===== src/rtl/extram_fifo_bridge.sv =====
// CPU external-register-window bridge: 32-bit TX FIFO drained as 16-bit halfwords on a valid/ready stream.
// Optional 16-bit RX FIFO back to the CPU is enabled by defining EXTRAM_FIFO_RX_EN.
module extram_fifo_bridge #(
  parameter int DEPTH_LOG2    = 4,
  parameter int RX_DEPTH_LOG2 = 4
) (
  input  logic        clk,
  input  logic        rst,
  input  logic [15:0] bus_a,
  input  logic [31:0] bus_wdata,
  output logic [31:0] bus_rdata,
  input  logic        bus_cs,
  input  logic        bus_oe,
  input  logic [3:0]  bus_wstrb,
  output logic [15:0] strm_data,
  output logic        strm_valid,
  input  logic        strm_ready,
  input  logic [15:0] rx_data,
  input  logic        rx_valid,
  output logic        irq
);

  localparam int DEPTH = 1 << DEPTH_LOG2;
  localparam logic [7:0] TX_FULL_LVL = 8'(DEPTH);

  typedef enum logic [1:0] {
    REG_TXDATA  = 2'd0,
    REG_STATUS  = 2'd1,
    REG_CONTROL = 2'd2,
    REG_RXDATA  = 2'd3
  } reg_e;

  reg_e reg_sel;
  logic rd_acc, wr_acc, flush, clr_err;
  assign reg_sel = reg_e'(bus_a[3:2]);
  assign rd_acc  = bus_cs & bus_oe;
  assign wr_acc  = bus_cs & (|bus_wstrb);
  assign flush   = wr_acc & (reg_sel == REG_CONTROL) & bus_wdata[0];
  assign clr_err = wr_acc & (reg_sel == REG_CONTROL) & bus_wdata[1];

  logic unused_bits;
  assign unused_bits = ^{bus_a[15:4], bus_a[1:0]};

  logic [31:0]           tx_mem [DEPTH];
  logic [DEPTH_LOG2-1:0] tx_wptr_q, tx_wptr_d, tx_rptr_q, tx_rptr_d;
  logic [7:0]            tx_level_q, tx_level_d;
  logic [31:0]           out_word_q, out_word_d;
  logic                  phase_q, phase_d, valid_q, valid_d;
  logic                  ovf_q, ovf_d, werr_q, werr_d, unf_q, unf_d, irq_en_q, irq_en_d;
  logic                  mem_we, tx_wr, push_req, push_ok, word_done, need_load, fifo_empty;
  logic                  tx_empty, tx_full;

  logic [7:0]  rx_level_s;
  logic        rx_empty_s, rx_ovf_set, rx_unf_set;
  logic [15:0] rx_head_s;

  assign tx_empty = (tx_level_q == 8'd0);
  assign tx_full  = (tx_level_q == TX_FULL_LVL);

  // The output stage counts toward the level, so the FIFO proper is empty when level equals valid.
  always_comb begin
    tx_wptr_d  = tx_wptr_q;
    tx_rptr_d  = tx_rptr_q;
    tx_level_d = tx_level_q;
    out_word_d = out_word_q;
    phase_d    = phase_q;
    valid_d    = valid_q;
    ovf_d      = ovf_q;
    werr_d     = werr_q;
    unf_d      = unf_q;
    irq_en_d   = irq_en_q;
    mem_we     = 1'b0;

    tx_wr      = wr_acc & (reg_sel == REG_TXDATA);
    push_req   = tx_wr & (bus_wstrb == 4'hF);
    word_done  = valid_q & strm_ready & phase_q;
    need_load  = ~valid_q | word_done;
    fifo_empty = (tx_level_q == {7'd0, valid_q});
    push_ok    = push_req & (~tx_full | word_done);

    if (valid_q && strm_ready && !phase_q)
      phase_d = 1'b1;

    if (need_load) begin
      phase_d = 1'b0;
      if (!fifo_empty) begin
        out_word_d = tx_mem[tx_rptr_q];
        tx_rptr_d  = tx_rptr_q + DEPTH_LOG2'(1);
        valid_d    = 1'b1;
      end else if (push_ok) begin
        out_word_d = bus_wdata;
        valid_d    = 1'b1;
      end else begin
        valid_d    = 1'b0;
      end
    end

    if (push_ok && !(need_load && fifo_empty)) begin
      mem_we    = 1'b1;
      tx_wptr_d = tx_wptr_q + DEPTH_LOG2'(1);
    end

    tx_level_d = tx_level_q + 8'(push_ok) - 8'(word_done);

    if (clr_err) begin
      ovf_d  = 1'b0;
      werr_d = 1'b0;
      unf_d  = 1'b0;
    end
    if (tx_wr && !push_req)
      werr_d = 1'b1;
    if ((push_req && !push_ok) || rx_ovf_set)
      ovf_d = 1'b1;
    if (rx_unf_set)
      unf_d = 1'b1;

    if (wr_acc && reg_sel == REG_CONTROL)
      irq_en_d = bus_wdata[2];

    if (flush) begin
      tx_wptr_d  = '0;
      tx_rptr_d  = '0;
      tx_level_d = 8'd0;
      out_word_d = 32'd0;
      phase_d    = 1'b0;
      valid_d    = 1'b0;
      mem_we     = 1'b0;
    end
  end

  always_ff @(posedge clk) begin
    if (mem_we)
      tx_mem[tx_wptr_q] <= bus_wdata;
  end

  always_ff @(posedge clk or posedge rst) begin
    if (rst) begin
      tx_wptr_q  <= '0;
      tx_rptr_q  <= '0;
      tx_level_q <= 8'd0;
      out_word_q <= 32'd0;
      phase_q    <= 1'b0;
      valid_q    <= 1'b0;
      ovf_q      <= 1'b0;
      werr_q     <= 1'b0;
      unf_q      <= 1'b0;
      irq_en_q   <= 1'b0;
    end else begin
      tx_wptr_q  <= tx_wptr_d;
      tx_rptr_q  <= tx_rptr_d;
      tx_level_q <= tx_level_d;
      out_word_q <= out_word_d;
      phase_q    <= phase_d;
      valid_q    <= valid_d;
      ovf_q      <= ovf_d;
      werr_q     <= werr_d;
      unf_q      <= unf_d;
      irq_en_q   <= irq_en_d;
    end
  end

`ifdef EXTRAM_FIFO_RX_EN
  localparam int RX_DEPTH = 1 << RX_DEPTH_LOG2;
  localparam logic [7:0] RX_FULL_LVL = 8'(RX_DEPTH);

  logic [15:0]              rx_mem [RX_DEPTH];
  logic [RX_DEPTH_LOG2-1:0] rx_wptr_q, rx_wptr_d, rx_rptr_q, rx_rptr_d;
  logic [7:0]               rx_level_q, rx_level_d;
  logic                     rx_rd, rx_pop, rx_push;

  // A CPU read of RXDATA pops the head in the same cycle, freeing a slot for a concurrent push.
  always_comb begin
    rx_rd      = rd_acc & (reg_sel == REG_RXDATA);
    rx_pop     = rx_rd & (rx_level_q != 8'd0);
    rx_push    = rx_valid & ((rx_level_q != RX_FULL_LVL) | rx_pop);
    rx_ovf_set = rx_valid & ~rx_push;
    rx_unf_set = rx_rd & ~rx_pop;
    rx_wptr_d  = rx_push ? rx_wptr_q + RX_DEPTH_LOG2'(1) : rx_wptr_q;
    rx_rptr_d  = rx_pop ? rx_rptr_q + RX_DEPTH_LOG2'(1) : rx_rptr_q;
    rx_level_d = rx_level_q + 8'(rx_push) - 8'(rx_pop);
    if (flush) begin
      rx_wptr_d  = '0;
      rx_rptr_d  = '0;
      rx_level_d = 8'd0;
    end
    rx_level_s = rx_level_q;
    rx_empty_s = (rx_level_q == 8'd0);
    rx_head_s  = rx_empty_s ? 16'd0 : rx_mem[rx_rptr_q];
  end

  always_ff @(posedge clk) begin
    if (rx_push && !flush)
      rx_mem[rx_wptr_q] <= rx_data;
  end

  always_ff @(posedge clk or posedge rst) begin
    if (rst) begin
      rx_wptr_q  <= '0;
      rx_rptr_q  <= '0;
      rx_level_q <= 8'd0;
    end else begin
      rx_wptr_q  <= rx_wptr_d;
      rx_rptr_q  <= rx_rptr_d;
      rx_level_q <= rx_level_d;
    end
  end
`else
  assign rx_level_s = 8'd0;
  assign rx_empty_s = 1'b1;
  assign rx_head_s  = 16'd0;
  assign rx_ovf_set = 1'b0;
  assign rx_unf_set = 1'b0;

  logic unused_rx;
  assign unused_rx = ^{rx_data, rx_valid, rd_acc, (RX_DEPTH_LOG2 > 0)};
`endif

  always_comb begin
    bus_rdata = 32'd0;
    case (reg_sel)
      REG_STATUS:  bus_rdata = {6'd0, unf_q, rx_empty_s, rx_level_s, 4'd0,
                                werr_q, ovf_q, tx_full, tx_empty, tx_level_q};
      REG_CONTROL: bus_rdata = {29'd0, irq_en_q, 2'b00};
      REG_RXDATA:  bus_rdata = {16'd0, rx_head_s};
      default:     bus_rdata = 32'd0;
    endcase
  end

  assign strm_data  = phase_q ? out_word_q[31:16] : out_word_q[15:0];
  assign strm_valid = valid_q;
  assign irq        = irq_en_q & tx_empty;

endmodule


===== config.mk =====
export PLATFORM = sky130hd
export DESIGN_NAME = extram_fifo_bridge
export DESIGN_NICKNAME = d
export VERILOG_FILES = /design/src/rtl/extram_fifo_bridge.sv
export SDC_FILE = /design/constraint.sdc
export NUM_CORES = 1
export LEC_CHECK = 0
export CORE_ASPECT_RATIO = 0.7
export CORE_MARGIN = 1.5
export CORE_UTILIZATION = 64
export DETAILED_ROUTE_END_ITERATION = 7
export GPL_TIMING_DRIVEN = 0
export PLACE_DENSITY = 0.84
export SYNTH_ARGS = -nofsm -noshare
export SYNTH_HDL_FRONTEND = slang
export SYNTH_SLANG_ARGS = --single-unit

===== constraint.sdc =====
create_clock -name clk -period 7.7 [get_ports clk]
set_input_delay 1.155 -clock clk [delete_from_list [all_inputs] [get_ports clk]]
set_output_delay 1.155 -clock clk [all_outputs]
set_load 0.05 [all_outputs]

==> metrics.cfg <==
[logic_synthesis]
syn_inst=1124
ys_seq_elements=565
syn-cell-area_mm2=0.0228
ys_types=51
synth-edff-count=512
synth.yosys.seq_area_share=0.734
ys.flop_type=edfxtp_1
async_flop_share=0.0938
ys.warnings.count=0
avgSynthCellArea_um2=20.2

[timing]
slew_viol_final=0
worstMarginPinSlew_ps=942
tns_ps=0
period_share=0.566
fin_crit_ps=4360
setup_ws_ps=3340
max_freq_mhz=230
setup_viol=0
slew_headroom=0.372
hold_viol_final=0
grt_setup_unrepaired=false
fin_skew_ps=21.8

[grt]
overflow=0
met1_usage=0.428
gr-usage-met2=0.473
grt_use_met3=0.0673
grt_max_degree=40
grt_pass1_vias=12300
antenna_found_initial=3
grt_pass1_wl_um=79800
track_usage=0.303
gr-max-usage-layer=met2

[floorplanning]
die_h_um=161
initial_core_util=0.653
core_area_mm2=0.0349
rows=57
die_area_mm2=0.0367
top_level_ports=124
die-width_um=228

[clocking]
cts_max_level=2
cts_made_buffers=49
cts_tree=yes
root_buffer=clkbuf_16
post_cts_resized=0
clk_latency_ps=580
clkTransAtPathRegs_ps=70
cts_sinks=565
cts_setup_buffers=0
clockBufferDepth=3
ctsHoldBuffers=0

[setup_path]
crit_type=primary input to output pin
crit_path_max_incr_delay_ps=800
crit_top_cell=clkdlybuf4s50_1
crit_fanout=10
startpoint_type=primary input
cp_cell_sequence=clkdlybuf4s50_1 -> inv_1 -> ha_1 -> clkbuf_1 -> and2_1 -> clkdlybuf4s50_1
arrival_ps=3200
crit_required_ps=6550
slowest_stage=clkdlybuf4s50_1
cp-end-kind=output pin

[route]
wirelength_um=54000
routedWlPerCell_um=30.0
first_iter_violations=1656
vias_per_cell=6.77
ant_nets=0
via_count=12200
firstDrtPassIters=7
drcViolationCount=0

[power_and_ir_drop]
p_per_area_mw_per_mm2=338
seq_power_share=0.405
peakVddDrop_mv=0.263
leakage_nw=8.64
switchingPower_mw=2.79
clockPowerShare=0.277
p_sw_frac=0.315
power_frac_comb=0.317
p_int_mw=6.07

[place]
hpwl_um=34000
numPortBuffers=72
postPlaceCellArea_mm2=0.0246
gp_congestion=0.869
dp_worst_setup_slack_ps=3000

[job]
max_cap_viol_count=0

[layout]
num-nets-final=1376
final_area_mm2=0.0262
drive_above_1_share=0.235
area_delta_synth_final_pct=15.1
utilization=0.751

[worst_hold_path]
hp-class=register to register

[outcome]
status=finished clean

worst max-delay path, delay by kind of cell:
family / cells / cell delay [ps]
buf+inv: 4 / 1630
simple gates: 1 / 210
fa+ha+maj: 1 / 200
cell usage in the layout, fill, tap and decap left out, drive strengths merged, types with 2 or more instances in the layout:
master | Yosys | final
nor3 | 4 | 4
a221o | 32 | 32
and2 | 26 | 26
a211oi | 64 | 64
inv | 24 | 25
and4 | 2 | 2
mux2 | 16 | 16
buf | 62 | 79
xor2 | 5 | 5
nor4b | 2 | 2
o211ai | 2 | 2
xnor2 | 5 | 5
o21ai | 5 | 5
nand2 | 13 | 13
mux4 | 128 | 128
bufinv | 0 | 3
edfxtp | 512 | 512
clkinv | 0 | 17
clkdlybuf4s50 | 0 | 72
a21oi | 8 | 8
mux2i | 34 | 34
nand4 | 4 | 4
nand3 | 2 | 2
conb | 1 | 19
o21a | 2 | 2
nor2 | 20 | 20
and3 | 4 | 4
ha | 19 | 19
a21boi | 3 | 3
nor2b | 34 | 34
dfrtp | 53 | 53
clkbuf | 20 | 90
diode | 0 | 4
nand2b | 3 | 3
final timing paths:
path / start / depth (start not counted) / slack, ps / end
setup / recovery: bus_a[3] / 6 / 3340 / bus_rdata[10]
hold / removal: werr_q / 2 / 500 / werr_q
setup reg to reg: tx_level_q[2] / 9 / 4200 / tx_mem[0][17]
hold reg to reg: werr_q / 2 / 500 / werr_q
max in group asynchronous: rst / 3 / 6270 / out_word_q[1]
min in group asynchronous: rst / 2 / 880 / out_word_q[17]
kinds of logic (layout without fill, tap and decap cells):
group                    Yosys count  in the layout  share of synthesized area
flip-flops                       565            565                      0.734
AO/OA/AOI/OAI                    125            125                     0.0447
multiplexers                     178            178                      0.150
XOR/XNOR                          10             10                    0.00385
buffers and inverters            106            287                     0.0268
AND/OR/NAND/NOR                  119            119                     0.0298
other                              1             23                   0.000165
adder cells (fa/ha/maj)           20             20                     0.0113
cell type report:
type | count | area, um2
Sequential cell | 565 | 16700
Antenna cell | 4 | 10.0
Tap cell | 472 | 591
Buffer | 82 | 519
Timing Repair Buffer | 89 | 1140
Inverter | 24 | 90.1
Multi-Input combinational cell | 471 | 5560
Clock buffer | 70 | 1400
Fill cell | 1857 | 8670
Clock inverter | 22 | 198
power by group through the flow:
| stage | logic [mW] | clock network (mW) | registers [mW] |
|---|---|---|---|
| after global routing | 2.97 | 2.59 | 3.59 |
| after detailed placement | 2.74 | 0 | 3.64 |
| after CTS | 2.80 | 2.46 | 3.58 |
| final | 2.81 | 2.46 | 3.59 |
| after floorplan | 1.99 | 0 | 3.58 |
| after global placement | 2.66 | 0 | 3.64 |
routing by layer:
layer	up-vias	wire [um]
li1	4908	-
met1	6257	20700
met2	885	25800
met3	131	5710
met4	0	1760
met5	-	0
synthesized netlist by cell type, types with 3 or more instances:
library cell / count / share of area
nor2b_1: 34 / 0.0093
mux2_2: 16 / 0.0079
buf_4: 21 / 0.0069
nor3_1: 4 / 0.00088
xnor2_1: 5 / 0.0019
clkbuf_1: 20 / 0.0033
edfxtp_1: 512 / 0.68
buf_1: 8 / 0.0013
a21oi_1: 8 / 0.0018
nor2_1: 20 / 0.0033
mux4_2: 128 / 0.13
buf_6: 9 / 0.0045
o21ai_0: 5 / 0.0011
nand2b_1: 3 / 0.00082
a211oi_1: 64 / 0.021
buf_2: 21 / 0.0046
dfrtp_1: 53 / 0.058
xor2_1: 5 / 0.0019
a221o_1: 32 / 0.014
and3_1: 4 / 0.0011
nand4_1: 4 / 0.0011
and2_1: 26 / 0.0071
mux2i_1: 34 / 0.015
inv_1: 24 / 0.0040
ha_1: 19 / 0.010
nand2_1: 13 / 0.0021
through the flow:
step                      power [mW]  std cells  hold slack (ps)
after global placement          6.30       1686              468
final                           8.86       1799              497
after detailed placement        6.39       1703              486
after CTS                       8.85       1795              501
after floorplan                 5.57       1142              441
after global routing            9.15       1796              547
flip-flops by register name, summed over array words and instances (netlist names):
signal,cells
ovf_q,1
werr_q,1
tx_wptr_q,4
irq_en_q,1
tx_mem,512
phase_q,1
strm_valid,1
tx_rptr_q,4
out_word_q,32
tx_level_q,8
No activity file was read; power rests on OpenSTA's default activity.
